[src/rtl/spi_xfer_ctrl.sv]
// SPI transfer controller: TX/RX word FIFOs around a start/done SPI engine.
// Issues queued TX words one at a time and captures each receive word.
module spi_xfer_ctrl #(
    parameter int DEPTH = 4
) (
    input  logic        clk,
    input  logic        rst_n,
    input  logic        tx_valid,
    input  logic [15:0] tx_word,
    output logic        tx_ready,
    output logic        rx_valid,
    output logic [15:0] rx_word,
    input  logic        rx_ready,
    output logic        eng_wrt,
    output logic [15:0] eng_tx_data,
    input  logic        eng_done,
    input  logic [15:0] eng_miso_data,
    output logic        busy,
    output logic [4:0]  tx_count,
    output logic        rx_ovf,
    input  logic        ovf_clr
);

    localparam int AW = (DEPTH > 1) ? $clog2(DEPTH) : 1;
    localparam int CW = AW + 1;
    localparam logic [CW-1:0] DEPTH_C = CW'(DEPTH);

    typedef enum logic [2:0] {
        S_IDLE,
        S_ISSUE,
        S_WAIT_START,
        S_WAIT_END,
        S_CAPTURE
    } state_t;

    state_t          r_state;
    state_t          w_state_nxt;
    logic            r_ws_cnt;

    logic [15:0]     r_tx_mem [DEPTH];
    logic [AW-1:0]   r_tx_wp;
    logic [AW-1:0]   r_tx_rp;
    logic [CW-1:0]   r_tx_cnt;

    logic [15:0]     r_rx_mem [DEPTH];
    logic [AW-1:0]   r_rx_wp;
    logic [AW-1:0]   r_rx_rp;
    logic [CW-1:0]   r_rx_cnt;

    logic            w_tx_push;
    logic            w_tx_pop;
    logic            w_tx_empty;
    logic            w_rx_pop;
    logic            w_rx_push;
    logic            w_cap;
    logic            w_drop;

    assign w_tx_empty  = (r_tx_cnt == '0);
    assign tx_ready    = (r_tx_cnt < DEPTH_C);
    assign w_tx_push   = tx_valid && tx_ready;
    assign w_tx_pop    = eng_wrt;
    assign eng_tx_data = w_tx_empty ? 16'h0000 : r_tx_mem[r_tx_rp];
    assign tx_count    = 5'(r_tx_cnt);

    assign rx_valid    = (r_rx_cnt != '0);
    assign rx_word     = r_rx_mem[r_rx_rp];
    assign w_rx_pop    = rx_valid && rx_ready;
    assign w_cap       = (r_state == S_CAPTURE);
    // A full RX FIFO still accepts the capture when the head leaves this cycle.
    assign w_rx_push   = w_cap && ((r_rx_cnt < DEPTH_C) || w_rx_pop);
    assign w_drop      = w_cap && !w_rx_push;

    assign busy        = (r_state != S_IDLE) || !w_tx_empty;

    // FIFO storage writes; contents are don't-care until pushed
    always_ff @(posedge clk) begin
        if (w_tx_push) r_tx_mem[r_tx_wp] <= tx_word;
        if (w_rx_push) r_rx_mem[r_rx_wp] <= eng_miso_data;
    end

    // TX FIFO pointers and occupancy
    always_ff @(posedge clk or negedge rst_n) begin
        if (!rst_n) begin
            r_tx_wp  <= '0;
            r_tx_rp  <= '0;
            r_tx_cnt <= '0;
        end else begin
            if (w_tx_push) r_tx_wp <= r_tx_wp + AW'(1);
            if (w_tx_pop)  r_tx_rp <= r_tx_rp + AW'(1);
            unique case ({w_tx_push, w_tx_pop})
                2'b10:   r_tx_cnt <= r_tx_cnt + CW'(1);
                2'b01:   r_tx_cnt <= r_tx_cnt - CW'(1);
                default: r_tx_cnt <= r_tx_cnt;
            endcase
        end
    end

    // RX FIFO pointers and occupancy
    always_ff @(posedge clk or negedge rst_n) begin
        if (!rst_n) begin
            r_rx_wp  <= '0;
            r_rx_rp  <= '0;
            r_rx_cnt <= '0;
        end else begin
            if (w_rx_push) r_rx_wp <= r_rx_wp + AW'(1);
            if (w_rx_pop)  r_rx_rp <= r_rx_rp + AW'(1);
            unique case ({w_rx_push, w_rx_pop})
                2'b10:   r_rx_cnt <= r_rx_cnt + CW'(1);
                2'b01:   r_rx_cnt <= r_rx_cnt - CW'(1);
                default: r_rx_cnt <= r_rx_cnt;
            endcase
        end
    end

    // Sticky overflow; a new drop wins over a same-cycle clear
    always_ff @(posedge clk or negedge rst_n) begin
        if (!rst_n)       rx_ovf <= 1'b0;
        else if (w_drop)  rx_ovf <= 1'b1;
        else if (ovf_clr) rx_ovf <= 1'b0;
    end

    // State register and WAIT_START guard timer
    always_ff @(posedge clk or negedge rst_n) begin
        if (!rst_n) begin
            r_state  <= S_IDLE;
            r_ws_cnt <= 1'b0;
        end else begin
            r_state  <= w_state_nxt;
            r_ws_cnt <= (r_state == S_WAIT_START);
        end
    end

    // Next-state and engine start strobe
    always_comb begin
        w_state_nxt = r_state;
        eng_wrt     = 1'b0;
        unique case (r_state)
            S_IDLE: begin
                if (!w_tx_empty) w_state_nxt = S_ISSUE;
            end
            S_ISSUE: begin
                if (eng_done) begin
                    eng_wrt     = 1'b1;
                    w_state_nxt = S_WAIT_START;
                end
            end
            S_WAIT_START: begin
                // Give up waiting for done to fall after two cycles.
                if (!eng_done || r_ws_cnt) w_state_nxt = S_WAIT_END;
            end
            S_WAIT_END: begin
                if (eng_done) w_state_nxt = S_CAPTURE;
            end
            S_CAPTURE: begin
                w_state_nxt = w_tx_empty ? S_IDLE : S_ISSUE;
            end
            default: w_state_nxt = S_IDLE;
        endcase
    end

endmodule

[config.mk]
export PLATFORM = sky130hd
export DESIGN_NAME = spi_xfer_ctrl
export DESIGN_NICKNAME = d
export VERILOG_FILES = /design/src/rtl/spi_xfer_ctrl.sv
export SDC_FILE = /design/constraint.sdc
export NUM_CORES = 1
export LEC_CHECK = 0
export ABC_AREA = 0
export BUFFER_PORTS_ARGS = -buffer_cell sky130_fd_sc_hd__buf_2
export CORE_MARGIN = 8
export CORE_UTILIZATION = 55
export DETAILED_ROUTE_END_ITERATION = 12
export PLACE_DENSITY = 0.74
export SETUP_SLACK_MARGIN = 0.15
export SYNTH_ARGS = -nofsm -noshare
export SYNTH_HDL_FRONTEND = slang
export SYNTH_SLANG_ARGS = --single-unit
[constraint.sdc]
create_clock -name clk -period 2.6 [get_ports clk]
set_input_delay 0 -clock clk [delete_from_list [all_inputs] [get_ports clk]]
set_output_delay 0 -clock clk [all_outputs]
set_load 0.1 [all_outputs]
; ---- Word level (Yosys, flattened, before mapping)
; Memory sizes are Yosys's and may differ from the RTL's.
; Cells that the tools add are included.
[word_totals]
ramBits = 128
regBits = 19
n_memories = 2
wordCells = 68
output_inout_bits = 42
inputBits = 38
[op_classes]
order_cmp = 2
n_mux = 17
eq_ne = 12
n_reduce_logical = 18
addsub = 8
[mem_list]
columns = memory, words, word_bits, read_ports, rd_clocked_by_memory_dff, wr, line_no
row1 = r_rx_mem, 4, 16, 1, 0, 1, 45  ; logic [15:0] r_rx_mem [DEPTH];
row2 = r_tx_mem, 4, 16, 1, 0, 1, 40  ; logic [15:0] r_tx_mem [DEPTH];
[ops]
columns = operator, n
row1 = 2-to-1 mux 16 bit, 1
row2 = case mux 3 bit (5 select lines), 1
row3 = 2-to-1 mux 3 bit, 4
row4 = case mux 3 bit (2 select lines), 2
row5 = 2-to-1 mux 1 bit, 9
row6 = "adder 2 x 1 -> 2 bit, second input constant", 4
row7 = "adder 3 x 1 -> 3 bit, second input constant", 2
row8 = "equality test 3 x 2 -> 1 bit, second input constant", 2
row9 = zero test 3 bit, 2
row10 = "less-than comparator 3 bit, second input constant", 2
row11 = "!= test 2 bit, second input constant", 3
row12 = nonzero test 2 bit, 3
row13 = nonzero test 3 bit, 2
row14 = "subtractor 3 x 1 -> 3 bit, second input constant", 2
row15 = "equality test 2 x 1 -> 1 bit, second input constant", 2
row16 = "equality test 2 bit, second input constant", 2
row17 = logical AND 1 bit, 4
row18 = AND reduction 4 bit, 1
row19 = "equality test 3 x 1 -> 1 bit, second input constant", 1
row20 = "equality test 3 bit, second input constant", 1
row21 = zero test 1 bit, 3
row22 = logical OR 1 bit, 3
row23 = "!= test 2 x 1 -> 1 bit, second input constant", 1

; ---- Depth between registers and ports, before layout
; Gate-level depths: netlist (run 1).
[depth]
word_depth = 7
depth_mapped = 10
mapped_depth_nobuf = 9

; ---- Worst setup path before layout (run 1)
; OpenSTA, ideal clock, no wires.
[synth_path]
path_type = reg-to-output
from = register r_tx_cnt[0]
to = output eng_tx_data[10]
t_required_ps = 2600
path_slack_ps = -149
t_arrival_ps = 2749
path_stages_with_launch = 4
path_buffers = 1
cell_sequence = dfrtp_1 > nor3_2 > buf_2 > nor2b_1
[synth_via]
elab_chain_len = 2
[synth_rtl]
columns = item, line_no
row1 = start: declaration, 43  ; logic [CW-1:0] r_tx_cnt;
row2 = start signal: assignment, 91  ; 2'b10: r_tx_cnt <= r_tx_cnt + CW'(1);
row3 = start signal: assignment, 92  ; 2'b01: r_tx_cnt <= r_tx_cnt - CW'(1);
row4 = start signal: assignment, 93  ; default: r_tx_cnt <= r_tx_cnt;
row5 = zero test 3 bit, 58  ; assign w_tx_empty = (r_tx_cnt == '0);
row6 = 2-to-1 mux 16 bit, 62  ; assign eng_tx_data = w_tx_empty ? 16'h0000 : r_tx_mem[r_tx_rp];
row7 = end: declaration, 15  ; output logic [15:0] eng_tx_data,
; Every way passes these cells.

; ---- Final worst setup path (run 1)
[layout_path]
from = register r_rx_rp[0]
to = output rx_word[5]
[layout_via]
elab_chain_len = 1
[layout_rtl]
columns = item, line_no
row1 = start: declaration, 47  ; logic [AW-1:0] r_rx_rp;
row2 = start signal: assignment, 106  ; if (w_rx_pop) r_rx_rp <= r_rx_rp + AW'(1);
row3 = memory read (4 x 16 bit), n/a
row4 = end: declaration, 12  ; output logic [15:0] rx_word,
; Every way passes these cells.

==> flow_metrics.tcl, run 1 <==
set metrics [dict create \
    status "completed" \
    root_buffer "clkbuf_8" \
    initial_core_util_pct 56.5 \
    synth-edff-count 128 \
    rsz0062_at_grt "false" \
    hold_path.class "in -> reg" \
    io_pins 80 \
    die_area_mm2 0.0141 \
    layout_min_cycle_time_ns 2.17 \
    drv_cap 0 \
    antenna_found_initial 0 \
    wl_met3_um 592 \
    vias_per_cell 5.14 \
    grt_pass1_wl_um 16400 \
    ant_nets 0 \
    chipWidth_um 119 \
    wl_per_cell_um 18.0 \
    drive_above_1_share_pct 35.1 \
    cp_max_fo 12 \
    ys_seq_elements 147 \
    critPathRequiredTime_ns 2.60 \
    dp_hpwl_um 6330 \
    ys_seq_area_share_pct 74.4 \
    fin_setup_tns_ns 0 \
    period_share_pct 83.5 \
    yosysWarnings 0 \
    synth.area.top_cells "edfxtp_1 (66%), mux4_2 (12%), dfrtp_1 (8.2%)" \
    drc 0 \
    core_area_mm2 0.0103 \
    grtUsageTotal_pct 15.4 \
    worstPathArrival_ns 2.17 \
    max_freq_mhz 461 \
    final_common_cell "edfxtp_1" \
    end_kind "output pin" \
    cts_made_buffers 17 \
    crit_type "reg -> out" \
    fin_cells 569 \
    netlist_area_mm2 0.00581 \
    synth_flop_cell "edfxtp_1" \
    synth_top_cell_by_area "edfxtp_1" \
    clockBufferDepth 2 \
    ys_types 32 \
    timing.slew.headroom_pct 41.8 \
    htreeDepth 4 \
    worst_pin_slew_ns 0.871 \
    maxSlewViolCount 0 \
    path_clk_slew_ns 0.06 \
    top_layer "met4" \
    area_growth_syn_to_layout_pct 25.3 \
    cts.sinks 147 \
    antennaDiodeCount 0 \
    nets 470 \
    drt_iter0_markers 139 \
    clock_latency_ns 0.50 \
    gp_congestion 0.728 \
    layout_common_cells "edfxtp_1 (128), buf_2 (77), dlygate4sd3_1 (39)" \
    async_flop_share_pct 12.9 \
    syn_inst 285 \
    routed_wl_um 10300 \
    grt_overflow 0 \
    placedCellCount 498 \
    die_height_um 119 \
    grt_max_degree 20 \
    skew_ns 0.00730 \
    netlist.area_leader.share_pct 66.2 \
    wl_met2_um 5700 \
    cp-start-kind "register" \
    grt_pass1_vias 3261 \
    hold_viol_final 0 \
    cts_tree "built" \
    setup-violations-final 0 \
    rows 37 \
    wl_met1_um 3890 \
    vias 2924 \
    avgSynthCellArea_um2 20.4 \
    port_buffers 77 \
    drtPass1Iterations 4 \
]
==> kinds of logic (layout without fill, tap and decap cells) <==
logic type | Yosys count | after routing | synth area share, %
adder cells (fa/ha/maj) | 12 | 12 | 2.84
AND/OR/NAND/NOR | 44 | 44 | 4.59
other | 1 | 2 | 0.0646
AO/OA/AOI/OAI | 5 | 5 | 0.560
multiplexers | 35 | 35 | 13.0
flip-flops | 147 | 147 | 74.4
XOR/XNOR | 13 | 13 | 1.96
buffers and inverters | 28 | 175 | 2.63
==> routing by layer <==
| layer | vias to the layer above | global-route usage [%] |
|---|---|---|
| met2 | 63 | 28.3 |
| met5 | - | 0 |
| met1 | 1494 | 15.2 |
| met3 | 7 | 6.19 |
| met4 | 0 | 5.45 |
| li1 | 1360 | - |
==> final cells by class <==
| cell class | instances | area, um^2 |
|---|---|---|
| Fill cell | 682 | 3010 |
| Inverter | 15 | 56.3 |
| Clock inverter | 12 | 85.1 |
| Multi-Input combinational cell | 111 | 1340 |
| Tap cell | 136 | 170 |
| Timing Repair Buffer | 128 | 878 |
| Sequential cell | 147 | 4320 |
| Clock buffer | 20 | 425 |
==> cells in the mapped netlist (all sizes together) (2+ instances only) <==
library cell,count
edfxtp,128
mux4,32
dfrtp,19
nor2b,17
inv,15
buf,12
ha,10
and2,8
xnor2,7
nor2,6
xor2,6
nand2,5
nand2b,3
fa,2
mux2i,2
o21ai,2
==> flip-flops by register name, summed over array words and instances (netlist names) <==
name      cells
r_state       3
r_rx_mem     64
r_ws_cnt      1
r_tx_mem     64
rx_ovf        1
r_tx_rp       2
r_rx_rp       2
r_rx_wp       2
r_tx_wp       2
r_rx_cnt      3
r_tx_cnt      3
==> worst max-delay path: stages (launching register included) <==
cell and delay [ns]:
dfrtp_1 0.59, buf_12 0.22, mux4_2 0.54, buf_2 0.31
==> timing repair <==
| item | 4_1_cts | 5_1_grt |
|---|---|---|
| hold endpoints to repair | 156 | 0 |
| resized for setup | 0 | 0 |
| setup buffers | 0 | 0 |
| hold buffers | 39 | 0 |
==> path summary, 6_finish.rpt <==
| path | from | end | slack, ns | cells after the start |
|---|---|---|---|---|
| hold / removal | tx_word[13] | r_tx_mem[3][13] | 0.24 | 2 |
| hold reg to reg | r_state[0] | r_ws_cnt | 0.47 | 1 |
| setup reg to reg | r_state[1] | r_rx_cnt[2] | 0.58 | 9 |
| setup / recovery | r_rx_rp[0] | rx_word[5] | 0.43 | 3 |
| min in group asynchronous | rst_n | r_rx_cnt[2] | 0.68 | 3 |
| max in group asynchronous | rst_n | r_rx_wp[1] | 1.38 | 3 |
==> per-stage QoR <==
stage               utilization [%]  setup WS, ns  hold WS, ns  cell area (um^2)
detailed placement             62.0         0.601      -0.0243              6370
global placement               62.0         0.679      -0.0424              6370
floorplan                         -        -0.149       -0.296              5810
global route                   70.8         0.298        0.208              7270
finish                         70.8         0.429        0.245              7270
CTS                            70.8         0.353        0.207              7270
Power of run 1 is not shown: default switching activity piles up to over one toggle a cycle in this logic, so the estimate is an artifact.
==> run 2: changes to the inputs <==
Clock period 2.6 ns to 2.2 ns, I/O delays scaled along.
==> flow_metrics.tcl, run 2 (synthesized netlist as in run 1, its figures left out) <==
set metrics [dict create \
    antenna_found_initial 0 \
    cp_top_family "multiplexers" \
    worst_pin_slew_ns 0.879 \
    fin_util_pct 74.1 \
    path_clk_slew_ns 0.06 \
    htreeDepth 4 \
    grt_use_met2_pct 26.6 \
    timing.slew.headroom_pct 41.2 \
    use_met3_pct 5.09 \
    drv_cap 0 \
    final_common_cell "edfxtp_1" \
    reg.largest.list "r_rx_mem x64, r_tx_mem x64" \
    worstPathArrival_ns 1.98 \
    status "completed" \
    drtPass1Iterations 4 \
    clockBufferDepth 2 \
    hold_path.class "in -> reg" \
    chipWidth_um 119 \
    rows 37 \
    max_stage_delay_ns 0.50 \
    min_path_cells 2 \
    path_buf_inv 2 \
    drt_iter0_markers 148 \
    placedCellCount 502 \
    postPlaceCellArea_mm2 0.00648 \
    fin_cells 573 \
    fin_area_mm2 0.00762 \
    clock_latency_ns 0.51 \
    cp_max_fo 11 \
    drc 0 \
    routed_wl_um 10500 \
    nets 474 \
    vias_per_cell 5.19 \
    fill_cells 612 \
    root_buffer "clkbuf_8" \
    grt_pass1_vias 3362 \
    cpMaxStageDelayCell "mux4_2" \
    port_buffers 77 \
    layout_common_cells "edfxtp_1 (128), buf_2 (46), dlygate4sd3_1 (39)" \
    ant_nets 0 \
    layout_min_cycle_time_ns 1.98 \
    core_area_mm2 0.0103 \
    grt_overflow 0 \
    area_growth_syn_to_layout_pct 31.2 \
    gp_congestion 0.701 \
    cp.depth 4 \
    maxSlewViolCount 0 \
    skew_ns 0.00750 \
    antennaDiodeCount 0 \
    cts_made_buffers 17 \
    die_area_mm2 0.0141 \
    drive_above_1_share_pct 39.8 \
    r2r_cells 9 \
    crit_type "reg -> out" \
    max_freq_mhz 505 \
    end_kind "output pin" \
    grt_max_degree 20 \
    die_height_um 119 \
    wl_per_cell_um 18.3 \
    grtUsageTotal_pct 15.4 \
    fin_setup_tns_ns 0 \
    dp_hpwl_um 6480 \
    met1_usage_pct 17.1 \
    setup-violations-final 0 \
    initial_core_util_pct 56.5 \
    critPathRequiredTime_ns 2.20 \
    top_usage_layer "met2" \
    cts_tree "built" \
    cts.sinks 147 \
    hold_viol_final 0 \
    worstPathCellList "buf_12 > mux4_2 > nor2b_1 > buf_6" \
    cp-start-kind "register" \
    vias 2972 \
    grt_pass1_wl_um 16800 \
    rsz0062_at_grt "true" \
    io_pins 80 \
    period_share_pct 89.9 \
]
## run 2: cell types whose count changed in the layout (fill, tap and decap cells not counted), sizes merged
cell      before  now
inv           17   21
buf           89   92
clkinvlp       6    3
bufinv         0    2
clkbuf        20   18
## run 2: worst reg2reg max path, stage by stage, from the launching register on
cell	delay, ns
dfrtp_1	0.42
nor2_1	0.27
and3_1	0.22
inv_1	0.05
ha_1	0.19
inv_1	0.08
fa_1	0.18
xor2_1	0.15
nor2_1	0.06
xor2_1	0.14
## run 2: area by class of cell
class	instances	area (um^2)	area share (%)
clock inverter	15	171	2.25
multi-input combinational	111	1420	18.6
inverter	15	56.3	0.739
clock buffer	17	414	5.44
timing repair buffer	132	1060	13.9
tap	136	170	2.23
sequential	147	4330	56.8
## run 2: worst paths after layout
path | slack (ns) | to | from
max in group asynchronous | 0.89 | r_tx_cnt[1] | rst_n
min in group asynchronous | 0.67 | r_tx_cnt[2] | rst_n
min | 0.24 | r_rx_mem[0][1] | eng_miso_data[1]
min reg2reg | 0.47 | r_rx_rp[1] | r_rx_rp[1]
max reg2reg | 0.32 | r_rx_cnt[2] | r_state[1]
max | 0.22 | eng_tx_data[15] | r_tx_rp[0]
## run 2: metrics by stage
step / worst slack [ns] / hold slack (ns)
after global routing: 0.144 / 0.223
after detailed placement: 0.343 / -0.0306
after CTS: 0.139 / 0.197
final: 0.221 / 0.237
after floorplan: 0.00583 / -0.296
after global placement: 0.417 / -0.0399
## run 2: routing by layer
layer	up-vias	wire length (um)	share of wire, %
met3	17	509	4.9
met2	68	5520	53
met1	1513	4280	41
met4	0	151	1.4
li1	1374	-	-
met5	-	0	0
## run 2: repair_timing
action / CTS / global route
setup buffers: 0 / 0
resized for setup: 33 / 21
hold buffers: 39 / 0
endpoints found under the setup margin: 32 / 26
cloned: 0 / 0
hold endpoints to repair: 156 / 0
Power of run 2 is left out for the same reason.
